`config.mk`:
```
export PLATFORM = sky130hd
export DESIGN_NAME = conv1d_weight_loader
export DESIGN_NICKNAME = d
export VERILOG_FILES = /design/src/rtl/conv1d_weight_loader.sv
export SDC_FILE = /design/constraint.sdc
export NUM_CORES = 1
export LEC_CHECK = 0
export CORE_ASPECT_RATIO = 0.5
export CORE_MARGIN = 3
export CORE_UTILIZATION = 49
export DETAILED_ROUTE_END_ITERATION = 7
export PLACE_DENSITY = 0.66
export RECOVER_POWER = 25
export SLEW_MARGIN = 0
export SYNTH_ARGS = -nofsm -noshare
export SYNTH_HDL_FRONTEND = slang
export SYNTH_SLANG_ARGS = --single-unit
export TNS_END_PERCENT = 5
```
`constraint.sdc`:
```
create_clock -name CLK -period 5.51 [get_ports CLK]
set_input_delay 1.3775 -clock CLK [delete_from_list [all_inputs] [get_ports CLK]]
set_output_delay 1.3775 -clock CLK [all_outputs]
set_load 0.03 [all_outputs]
```
`src/rtl/conv1d_weight_loader.sv`:
```
// Six-lane weight loader: streams RAM_Depth*6 words into per-lane RAMs
// (lane-major within each row) and exposes one row of all lanes on a negedge read port.
module conv1d_weight_loader #(
    parameter int Bit_width = 16,
    parameter int RAM_Depth = 8
) (
    input  logic                        CLK,
    input  logic                        RST,
    input  logic                        Start,
    input  logic                        in_valid,
    input  logic signed [Bit_width-1:0] in_data,
    output logic                        in_ready,
    output logic                        Busy,
    output logic                        Load_done,
    output logic [5:0]                  Word_count,
    input  logic                        Enable,
    input  logic [4:0]                  Depth,
    output logic signed [Bit_width-1:0] data_out_0,
    output logic signed [Bit_width-1:0] data_out_1,
    output logic signed [Bit_width-1:0] data_out_2,
    output logic signed [Bit_width-1:0] data_out_3,
    output logic signed [Bit_width-1:0] data_out_4,
    output logic signed [Bit_width-1:0] data_out_5
);

    localparam int              LANES       = 6;
    localparam int              AW          = (RAM_Depth > 1) ? $clog2(RAM_Depth) : 1;
    localparam logic [5:0]      TOTAL_WORDS = 6'(RAM_Depth * LANES);
    localparam logic [AW-1:0]   LAST_ROW    = AW'(RAM_Depth - 1);
    localparam logic [2:0]      LAST_LANE   = 3'(LANES - 1);

    typedef enum logic [1:0] {
        IDLE = 2'd0,
        LOAD = 2'd1,
        DONE = 2'd2
    } state_t;

    state_t                      r_state;
    state_t                      w_state_next;
    logic [2:0]                  r_lane;
    logic [AW-1:0]               r_row;
    logic [5:0]                  r_word_count;
    logic                        w_accept;
    logic                        w_start_load;
    logic                        w_last_word;
    logic                        w_rd_en;
    logic [AW-1:0]               w_rd_addr;
    logic signed [Bit_width-1:0] w_lane_out [LANES];

    assign w_accept     = in_valid && (r_state == LOAD);
    assign w_start_load = Start && (r_state != LOAD);
    assign w_last_word  = w_accept && (r_lane == LAST_LANE) && (r_row == LAST_ROW);
    assign w_rd_en      = Enable && (int'(Depth) < RAM_Depth);
    assign w_rd_addr    = Depth[AW-1:0];

    always_ff @(posedge CLK or posedge RST) begin
        if (RST) begin
            r_state <= IDLE;
        end else begin
            r_state <= w_state_next;
        end
    end

    // Start is only honoured outside LOAD, so a running load cannot be restarted.
    always_comb begin
        w_state_next = r_state;
        case (r_state)
            IDLE:    if (Start) w_state_next = LOAD;
            LOAD:    if (w_last_word) w_state_next = DONE;
            DONE:    if (Start) w_state_next = LOAD;
            default: w_state_next = IDLE;
        endcase
    end

    always_ff @(posedge CLK or posedge RST) begin
        if (RST) begin
            r_lane       <= '0;
            r_row        <= '0;
            r_word_count <= '0;
        end else if (w_start_load) begin
            r_lane       <= '0;
            r_row        <= '0;
            r_word_count <= '0;
        end else if (w_accept) begin
            if (r_lane == LAST_LANE) begin
                r_lane <= '0;
                r_row  <= r_row + 1'b1;
            end else begin
                r_lane <= r_lane + 3'd1;
            end
            if (r_word_count != TOTAL_WORDS) begin
                r_word_count <= r_word_count + 6'd1;
            end
        end
    end

    // RAM contents are deliberately not reset; only the read register clears.
    for (genvar gi = 0; gi < LANES; gi++) begin : g_lane
        logic signed [Bit_width-1:0] r_mem [RAM_Depth];
        logic signed [Bit_width-1:0] r_rd_data;

        always_ff @(posedge CLK) begin
            if (w_accept && (r_lane == 3'(gi))) begin
                r_mem[r_row] <= in_data;
            end
        end

        always_ff @(negedge CLK or posedge RST) begin
            if (RST) begin
                r_rd_data <= '0;
            end else if (w_rd_en) begin
                r_rd_data <= r_mem[w_rd_addr];
            end else begin
                r_rd_data <= '0;
            end
        end

        assign w_lane_out[gi] = r_rd_data;
    end

    assign in_ready   = (r_state == LOAD);
    assign Busy       = (r_state == LOAD);
    assign Load_done  = (r_state == DONE);
    assign Word_count = r_word_count;
    assign data_out_0 = w_lane_out[0];
    assign data_out_1 = w_lane_out[1];
    assign data_out_2 = w_lane_out[2];
    assign data_out_3 = w_lane_out[3];
    assign data_out_4 = w_lane_out[4];
    assign data_out_5 = w_lane_out[5];

endmodule

```
* Word-level counts from Yosys, hierarchy flattened
Memories as Yosys holds them, arrays and structs flattened.
Index checks and enable logic that the tools add are counted.
** Word-level totals
- Memory bits (read-only) :: 0
- Memories :: 6
- Register bits :: 110
- Latch bits :: 0
- Memory bits (writable) :: 768
** Cells by class
- Equal/unequal tests :: 12
- Muxes and demuxes :: 30
- Add/sub/neg operators :: 3
- Reductions and logical operators :: 19
- $lt $le $gt $ge :: 1
- Multiply operators :: 0
- Divide/modulo/power cells :: 0
- Bitwise logic cells :: 0
- Shift operators :: 0
** Memory list
- g_lane[0].r_mem :: words 8, bits a word 16, read ports 1, clocked after memory_dff 0, write ports 1, line 99 : logic signed [Bit_width-1:0] r_mem [RAM_Depth];
- g_lane[1].r_mem :: words 8, bits a word 16, read ports 1, clocked after memory_dff 0, write ports 1, line 99
- g_lane[2].r_mem :: words 8, bits a word 16, read ports 1, clocked after memory_dff 0, write ports 1, line 99
- g_lane[3].r_mem :: words 8, bits a word 16, read ports 1, clocked after memory_dff 0, write ports 1, line 99
- g_lane[4].r_mem :: words 8, bits a word 16, read ports 1, clocked after memory_dff 0, write ports 1, line 99
- g_lane[5].r_mem :: words 8, bits a word 16, read ports 1, clocked after memory_dff 0, write ports 1, line 99
** Operators by type and width (count)
- $mux 16 :: 6
- $mux 3 :: 6
- $mux 6 :: 3
- $mux 1 :: 12
- $logic_and 1x1->1 :: 10
- $eq 3x3->1 const B :: 3
- $add 3x1->3 const B :: 2
- $add 6x1->6 const B :: 1
- $eq 3x2->1 const B :: 2
- $ne 2x1->1 const B :: 3
- $ne 6x6->1 const B :: 1
- $reduce_and 2->1 :: 3
- $reduce_bool 2->1 :: 3
- $lt 5x4->1 const B :: 1
- $mux 2 :: 2
- $pmux 2 s2 :: 1
- $eq 3x1->1 const B :: 1
- $logic_not 3->1 :: 1
- $eq 2x1->1 const B :: 1
- $eq 2x2->1 const B :: 1
- $logic_not 2->1 :: 1
- $reduce_or 2->1 :: 1

* Longest topological paths before layout
Gate-level depths: netlist of the first run.
- Word-level depth :: 6
- Gate-level depth with buffers :: 6
- Depth with buffers taken out :: 6

==> results of run 1 <==
[cell usage after synthesis (2+ instances only)]
master    instances
buf_4             9
edfxtp_1        768
nor2_1           55
buf_1             8
a21o_1            2
dfrtn_1          96
nor2b_1           2
nand2_1          10
buf_6            12
a22o_1           97
nand3b_1          5
ha_1              5
o21ai_0          12
or3b_2            3
a21oi_1           3
inv_1            10
dfrtp_1          14
clkbuf_1         32
buf_2            11
mux4_2          192
nand3_1           8
[logic make-up (layout without fill, tap and decap cells)]
kind of cell / count (synthesis) / count (layout) / share of synthesized area [%]
AOI/OAI and AO/OA: 117 / 117 / 2.999
xor gates and xnor gates: 2 / 2 / 0.05460
adders and majority gates: 5 / 5 / 0.1950
buffers and inverters: 83 / 402 / 1.404
DFF: 878 / 878 / 80.45
muxes: 194 / 194 / 13.54
other: 0 / 1 / 0
and+or+nand+nor: 92 / 92 / 1.353
[per-stage QoR]
stage,worst slack [ns],hold WS (ns)
CTS,0.00001688,0.5504
global route,0.00007105,0.5967
global placement,-0.1016,0.5154
floorplan,0.05048,0.4914
detailed placement,-0.09129,0.5223
finish,0.03478,0.5586
[metal layers]
metal	track usage [%]	routed length, microns	part of all wire (%)
met1	27.66	27840	41
met2	34.15	34680	51
met3	4.226	4722	6.9
met4	4.911	1413	2.1
met5	0	0	0
[registers in the layout, indices dropped and copies added, names as in the netlist]
signal        flops
data_out_1       16
g_lane.r_mem    768
r_lane            3
data_out_0       16
r_state           2
Word_count        6
r_row             3
data_out_2       16
data_out_5       16
data_out_3       16
data_out_4       16
[area by class of cell]
| cell class | count | area [sq um] | area share (%) |
|---|---|---|---|
| diodes | 1 | 2.502 | 0.006625 |
| clock inverters | 28 | 291.5 | 0.7719 |
| multi-input cells | 410 | 5846 | 15.48 |
| well taps | 871 | 1090 | 2.885 |
| clock buffers | 111 | 2188 | 5.794 |
| repair buffers | 253 | 2499 | 6.615 |
| flip-flops and latches | 878 | 25810 | 68.35 |
| inverters | 10 | 38.79 | 0.1027 |
[power by group]
part / internal [mW] / switching, mW
Combinational: 0.404 / 0.657
Sequential: 7.51 / 0.112
Clock: 3.01 / 2.29
Total: 10.9 / 3.06
[what timing repair did]
item / 4_1_cts / 5_1_grt
buffers inserted: 0 / 0
pin swaps: 0 / 0
resized for setup: 246 / 30
gates cloned: 0 / 0
endpoints found under the setup margin: 96 / 27
[worst max-delay path by stage]
stage                           endpoint  cells past startpoint
final                     data_out_1[11]                      1
after global routing      data_out_1[10]                      1
after CTS                 data_out_0[15]                      1
after detailed placement  data_out_5[10]                      5
after global placement    data_out_5[10]                      5
after floorplan           data_out_0[10]                      5
==> impl_metrics.py, run 1 <==
metrics = {
    "sta": {
        "finalSetupViolations": 0,
        "slew_violations": 540,
        "fin_worst_skew_ns": 0.03278,
        "relSlewSlack_pct": -71.29,
        "hold_violations": 0,
        "final.setup.tns_ns": 0,
        "tightest_slew_ns": 2.569,
        "grt_setup_unrepaired": "no",
    },
    "cells_and_area": {
        "final_common_cell": "edfxtp_1",
        "final_cell_mix": "edfxtp_1, mux4_2, a22o_1, dfrtn_1, buf_4",
        "nets": 1661,
        "final_cell_area_sq_um": 37770,
        "stdcell_count": 2562,
        "drive_gt1_share_pct": 29.76,
        "fill_cells": 4492,
        "area_growth_pct": 17.71,
        "fin_util_pct": 59.09,
    },
    "outcome": {
        "outcome": "complete, but fails checks",
        "violations": "max-capacitance violations, max-slew violations",
    },
    "power_and_ir_drop": {
        "power.leakage_nw": 12.71,
        "vdd_drop_max_uv": 213.7,
        "p_total_mw": 13.98,
        "power_density_nw_per_um2": 370.1,
    },
    "synth": {
        "synth_top_area_share_pct": 71.87,
        "synth-edff-count": 768,
        "yosys.area.top_type": "edfxtp_1",
        "syn_nets": 1402,
        "yosysWarnings": 0,
        "synthArstFlopShare_pct": 12.53,
        "syn_avg_cell_area_sq_um": 23.40,
        "synth.area.top_cells": "edfxtp_1, mux4_2, dfrtn_1",
        "yosys.cell_types.count": 38,
        "ys_ff_latch": 878,
        "syn_inst": 1371,
        "yosysSeqAreaShare_pct": 80.45,
        "synth_ff_type": "edfxtp_1",
        "syn_area_sq_um": 32090,
    },
    "placement": {
        "post_dp_cell_area_sq_um": 35380,
        "gp_routability_congestion": 0.7387,
        "placed_cells": 2422,
        "hpwl_microns": 39280,
        "portBuffers": 130,
    },
    "drt": {
        "via_per_inst": 5.798,
        "wl_per_cell_microns": 26.79,
        "drc_errors": 0,
        "first_pass_iters": 5,
        "drt_iter0_drc": 1346,
        "wirelength_microns": 68650,
        "num_vias": 14850,
        "ant_nets": 0,
    },
    "setup_path": {
        "r2r-end": "data_out_1[12]",
        "path_buf_inv": 1,
        "required_ns": 4.13,
        "critPathTopFamily": "flip-flops",
        "crit_type": "reg2out",
        "setup.worst_path.start_class": "flop",
        "reg2reg_from": "g_lane[1].r_mem[3][12]",
        "r2r_cells": 2,
        "startpoint": "data_out_1[11]",
        "end_kind": "output pin",
        "r2r_slack_ns": 1.45,
        "slowest_stage": "dfrtn_1",
        "crit_arrival_ns": 4.10,
        "cp_cell_sequence": "clkdlybuf4s15_2",
        "critPathMaxFanout": 1,
        "critPathMaxStageDelay_ns": 0.45,
    },
    "clock_network": {
        "ctsHoldBuffers": 0,
        "clockBufferDepth": 3,
        "clock_latency_ns": 0.60,
        "cts_tree": "built",
        "cts-root-buf": "clkbuf_16",
        "cts_sinks": 878,
        "clkTransAtPathRegs_ns": 0.06,
        "numCtsBuffers": 77,
        "cts_max_level": 3,
    },
    "job": {
        "maxCapViolCount": 11,
    },
    "global_routing": {
        "grt_max_degree": 49,
        "first_global_vias": 16020,
        "grt.overflow.total": 0,
        "antenna_found_initial": 2,
        "grt_first_pass_wirelength_microns": 103500,
        "grt_usage_pct": 20.33,
    },
    "die": {
        "coreArea_sq_um": 63920,
        "die_y_microns": 186.9,
        "num_rows": 65,
        "die_x_microns": 367.9,
        "die-area_sq_um": 68780,
        "ioPinCount": 131,
        "initial_core_util_pct": 50.20,
    },
    "worst_hold_path": {
        "min_path_type": "reg2reg",
        "min_to": "r_state[0]",
        "hold_path_startpoint": "r_state[0]",
        "hold_depth": 1,
    },
}
(Power assumes the default switching activity.)
==> run 2, diff against run 1 <==
--- a/config.mk
+++ b/config.mk
@@ -6,10 +6,9 @@
 export NUM_CORES = 1
 export LEC_CHECK = 0
 export CORE_ASPECT_RATIO = 0.5
-export CORE_MARGIN = 3
-export CORE_UTILIZATION = 49
+export CORE_UTILIZATION = 60
 export DETAILED_ROUTE_END_ITERATION = 7
-export PLACE_DENSITY = 0.66
+export PLACE_DENSITY = 0.79
 export RECOVER_POWER = 25
 export SLEW_MARGIN = 0
 export SYNTH_ARGS = -nofsm -noshare
==> constraint.sdc (replaced) <==
create_clock -name CLK -period 5.51 [get_ports CLK]
set_input_delay 1.3775 -clock CLK [delete_from_list [all_inputs] [get_ports CLK]]
set_output_delay 1.3775 -clock CLK [all_outputs]
set_load 0.005 [all_outputs]
==> run 2 against run 1 <==
  * The flow finishes with violations (design-rule violations, max-capacitance violations, max-slew violations)
  * Global-route usage is 8.0 points higher
  * Non-clock buffer count is 12 lower
  * Final cell count is 7.3% lower
  * Clock skew is 0.010 ns higher
  * Sequential power hardly changed
  * Worst hold slack better by 0.047 ns
  * Combinational power is 6% lower
  * Sequential share of layout area is 1.0 points higher
  * Total power is 1.0% lower
  * Worst setup slack worse by 0.012 ns
  * Highest routed layer unchanged
==> impl_metrics.py, run 2 (synthesized netlist as in run 1, its figures left out) <==
metrics = {
    "setup_path": {
        "critPathTopFamily": "flip-flops",
        "crit_arrival_ns": 4.11,
        "critPathMaxFanout": 1,
        "end_kind": "output pin",
        "path_buf_inv": 1,
        "slowest_stage": "dfrtn_1",
        "crit_type": "reg2out",
        "critPathMaxStageDelay_ns": 0.49,
        "setup.worst_path.start_class": "flop",
        "required_ns": 4.13,
        "cp_cell_sequence": "dlygate4sd2_1",
    },
    "die": {
        "die_y_microns": 165.5,
        "num_rows": 59,
        "initial_core_util_pct": 61.22,
        "die-area_sq_um": 54460,
        "ioPinCount": 131,
        "coreArea_sq_um": 52410,
        "die_x_microns": 329.0,
    },
    "placement": {
        "hpwl_microns": 38450,
        "gp_routability_congestion": 0.7934,
        "placed_cells": 2240,
        "portBuffers": 130,
        "post_dp_cell_area_sq_um": 35000,
        "dpl_worst_slack_ns": -0.09417,
    },
    "cells_and_area": {
        "fill_cells": 2812,
        "drive_gt1_share_pct": 24.63,
        "nets": 1644,
        "final_cell_mix": "edfxtp_1, mux4_2, a22o_1, dfrtn_1, dlygate4sd2_1",
        "top_register": "g_lane.r_mem",
        "largest_reg_flops": 768,
        "area_growth_pct": 15.95,
        "regArea_sq_um": 25810,
        "diodes": 0,
        "fin_util_pct": 70.99,
        "multi_input_area_sq_um": 5846,
        "final_cell_area_sq_um": 37210,
        "final_common_cell": "edfxtp_1",
        "stdcell_count": 2374,
    },
    "sta": {
        "grt_setup_unrepaired": "no",
        "slew_violations": 637,
        "fin_worst_skew_ns": 0.04288,
        "hold_slack_ns": 0.6057,
        "relSlewSlack_pct": -88.38,
        "finalSetupViolations": 0,
        "tightest_slew_ns": 2.826,
        "fin_ws_ns": 0.02281,
        "hold_violations": 0,
    },
    "drt": {
        "wl_per_cell_microns": 31.64,
        "met2WireLength_microns": 38530,
        "wirelength_microns": 75120,
        "met1_length_microns": 27140,
        "top_layer": "met4",
        "via_per_inst": 6.648,
        "num_vias": 15780,
        "first_pass_iters": 8,
        "drc_errors": 6,
        "drt_iter0_drc": 1908,
        "dr_wl_met3_microns": 6583,
        "ant_nets": 0,
    },
    "global_routing": {
        "grt_usage_pct": 28.32,
        "first_global_vias": 16580,
        "grt_first_pass_wirelength_microns": 108500,
        "grt_max_degree": 49,
        "antenna_found_initial": 0,
        "grt.overflow.total": 0,
    },
    "clock_network": {
        "clkTransAtPathRegs_ns": 0.07,
        "clock_latency_ns": 0.63,
        "ctsHoldBuffers": 0,
        "post_cts_buffers": 0,
        "cts_max_level": 3,
        "cts_sinks": 878,
        "cts_tree": "built",
        "cts-root-buf": "clkbuf_16",
        "clockBufferDepth": 3,
        "cts.repair.resized": 96,
        "numCtsBuffers": 72,
    },
    "power_and_ir_drop": {
        "power.leakage_nw": 12.90,
        "power_density_nw_per_um2": 371.9,
        "vdd_drop_max_uv": 208.1,
    },
    "worst_hold_path": {
        "min_path_type": "reg2reg",
    },
    "outcome": {
        "outcome": "complete, but fails checks",
        "violations": "design-rule violations, max-capacitance violations, max-slew violations",
    },
    "job": {
        "maxCapViolCount": 13,
    },
}
-- run 2: cell types whose count changed in the layout (fill, tap and decap cells not counted), sizes merged --
| cell | delta |
|---|---|
| bufinv | +1 |
| dlygate4sd3 | +1 |
| clkbuf | -26 |
| inv | +3 |
| buf | -24 |
| clkinvlp | +1 |
| clkdlybuf4s15 | -71 |
| diode | -1 |
| dlygate4sd2 | +96 |
| clkinv | +2 |
-- run 2: path summary, 6_finish.rpt --
kind / from / end / slack [ns] / cells past startpoint
max: data_out_5[13] / data_out_5[13] / 0.02 / 1
min: Word_count[2] / Word_count[2] / 0.61 / 1
max reg2reg: g_lane[0].r_mem[3][10] / data_out_0[10] / 1.36 / 2
min reg2reg: Word_count[2] / Word_count[2] / 0.61 / 1
max in group asynchronous: RST / data_out_0[10] / 0.87 / 3
min in group asynchronous: RST / r_lane[1] / 1.67 / 3
-- run 2: metal layers --
metal,vias up,GRT usage (%)
li1,6220,-
met1,8309,36.19
met2,1034,48.64
met3,219,5.256
met4,0,11.84
met5,-,0
-- run 2: stage by stage --
step	setup TNS (ns)	power (mW)
floorplan	0	8.244
global placement	-1.190	8.649
detailed placement	-4.789	8.742
CTS	0	13.87
global route	0	14.18
finish	0	13.84
-- run 2: report_power, final --
| part | internal, mW | switching, mW |
|---|---|---|
| clock network | 2.85 | 2.34 |
| registers | 7.51 | 0.134 |
| logic | 0.392 | 0.612 |
-- run 2: layout make-up --
| class | count | share of cell area (%) |
|---|---|---|
| flip-flops and latches | 878 | 69.38 |
| well taps | 701 | 2.357 |
| repair buffers | 241 | 6.100 |
| multi-input cells | 410 | 15.71 |
| inverters | 10 | 0.1043 |
| clock inverters | 35 | 0.9786 |
| clock buffers | 99 | 5.364 |
==> run 3, diff against run 2 <==
--- a/config.mk
+++ b/config.mk
@@ -6,10 +6,11 @@
 export NUM_CORES = 1
 export LEC_CHECK = 0
 export CORE_ASPECT_RATIO = 0.5
+export CORE_MARGIN = 2
 export CORE_UTILIZATION = 60
 export DETAILED_ROUTE_END_ITERATION = 7
 export PLACE_DENSITY = 0.79
-export RECOVER_POWER = 25
+export RECOVER_POWER = 50
 export SLEW_MARGIN = 0
 export SYNTH_ARGS = -nofsm -noshare
 export SYNTH_HDL_FRONTEND = slang
==> run 3 against run 2 <==
  * The flow finishes with violations (max-capacitance violations, max-slew violations)
  * Die area up 1.8%
  * Sequential share of layout area fell by 0.32 points
  * Sequential power about the same
  * Final area up 0.46%
  * Sequential cell count is the same
  * Clock skew shrank 0.010 ns
  * Worst setup slack improved by 0.044 ns
  * Worst hold slack worse by 0.015 ns
  * Highest routed layer unchanged
==> impl_metrics.py, run 3 (synthesized netlist as in run 1, its figures left out) <==
metrics = {
    "sta": {
        "hold_slack_ns": 0.5904,
        "finalSetupViolations": 0,
        "grt_setup_unrepaired": "no",
        "final.setup.tns_ns": 0,
        "slew_violations": 785,
        "hold_violations": 0,
        "fin_worst_skew_ns": 0.03252,
        "relSlewSlack_pct": -89.04,
        "tightest_slew_ns": 2.836,
    },
    "clock_network": {
        "cts.repair.resized": 96,
        "ctsHoldBuffers": 0,
        "cts_tree": "built",
        "cts_max_level": 3,
        "clkTransAtPathRegs_ns": 0.06,
        "clockBufferDepth": 3,
        "cts_sinks": 878,
        "numCtsBuffers": 73,
        "cts-root-buf": "clkbuf_16",
        "post_cts_buffers": 0,
        "clock_latency_ns": 0.61,
    },
    "power_and_ir_drop": {
        "power.leakage_nw": 12.97,
        "power_density_nw_per_um2": 372.6,
        "vdd_drop_max_uv": 216.6,
    },
    "global_routing": {
        "first_global_vias": 16750,
        "grt.overflow.total": 0,
        "grt_first_pass_wirelength_microns": 110600,
        "grt_max_degree": 59,
        "grt_usage_pct": 27.89,
        "antenna_found_initial": 0,
    },
    "cells_and_area": {
        "final_cell_mix": "edfxtp_1, mux4_2, a22o_1, dfrtn_1, dlygate4sd2_1",
        "largest_reg_flops": 768,
        "fin_util_pct": 71.32,
        "final_common_cell": "edfxtp_1",
        "top_register": "g_lane.r_mem",
        "area_growth_pct": 16.49,
        "nets": 1652,
        "drive_gt1_share_pct": 24.79,
        "stdcell_count": 2384,
        "final_cell_area_sq_um": 37380,
    },
    "placement": {
        "hpwl_microns": 38640,
        "post_dp_cell_area_sq_um": 35120,
        "placed_cells": 2247,
        "portBuffers": 130,
        "gp_routability_congestion": 0.7805,
    },
    "drt": {
        "via_per_inst": 6.669,
        "drc_errors": 0,
        "ant_nets": 0,
        "wirelength_microns": 74770,
        "num_vias": 15900,
        "first_pass_iters": 5,
        "wl_per_cell_microns": 31.36,
        "drt_iter0_drc": 2199,
    },
    "setup_path": {
        "slowest_stage": "dfrtn_1",
        "crit_type": "reg2out",
        "critPathMaxStageDelay_ns": 0.47,
        "crit_arrival_ns": 4.07,
        "required_ns": 4.13,
        "critPathTopFamily": "flip-flops",
        "cp_cell_sequence": "dlygate4sd2_1",
        "setup.worst_path.start_class": "flop",
        "path_buf_inv": 1,
        "critPathMaxFanout": 1,
        "end_kind": "output pin",
    },
    "die": {
        "die-area_sq_um": 55460,
        "initial_core_util_pct": 61.22,
        "coreArea_sq_um": 52410,
        "die_y_microns": 167.5,
        "ioPinCount": 131,
        "die_x_microns": 331.0,
        "num_rows": 59,
    },
    "job": {
        "maxCapViolCount": 16,
    },
    "outcome": {
        "outcome": "complete, but fails checks",
        "violations": "max-capacitance violations, max-slew violations",
    },
    "worst_hold_path": {
        "min_path_type": "reg2reg",
    },
}
-- run 3: changes by cell type in the layout (fill, tap and decap cells not counted), sizes merged --
cell           delta
inv               -1
clkinvlp          +1
dlygate4sd3       +7
buf               -3
clkinv            +1
diode             +1
clkdlybuf4s50     -8
clkbuf           +12
-- run 3: through the flow --
stage	total power [mW]	setup WS [ns]
after floorplan	8.244	0.05048
after global placement	8.661	-0.1082
after detailed placement	8.743	-0.1378
after CTS	13.97	0.05302
after global routing	14.27	0.03701
final	13.93	0.06709
-- run 3: layer usage --
layer  vias to the layer above  part of all wire, %  global-route usage, %
met2                      1048                   52                  47.10
met5                         -                    0                      0
met3                       148                  9.2                  4.336
li1                       6235                    -                      -
met4                         0                  2.9                  8.539
met1                      8467                   36                  38.30
-- run 3: final timing paths --
kind | slack (ns) | depth (start not counted) | from | endpoint
min | 0.59 | 1 | Word_count[1] | Word_count[1]
max | 0.07 | 1 | data_out_5[11] | data_out_5[11]
max reg2reg | 1.35 | 2 | g_lane[4].r_mem[0][1] | data_out_4[1]
max in group asynchronous | 1.04 | 3 | RST | data_out_1[8]
min reg2reg | 0.59 | 1 | Word_count[1] | Word_count[1]
min in group asynchronous | 1.46 | 3 | RST | Word_count[5]
-- run 3: cell type report --
class,instances,area (sq um)
clock buffers,100,2071
fillers,2809,15030
repair buffers,248,2355
well taps,701,877.1
flip-flops and latches,878,25810
multi-input cells,410,5846
diodes,1,2.502
inverters,10,38.79
clock inverters,36,374.1
-- run 3: worst reg2reg max path, cell delays in order, from the launching register on --
cell and delay, ns:
edfxtp_1 0.42, mux4_2 0.53, a22o_1 0.27
-- run 3: where the power goes --
part	internal (mW)	total, mW	switching [mW]
clock	2.95	5.29	2.34
sequential	7.51	7.64	0.129
combinational	0.386	0.992	0.606
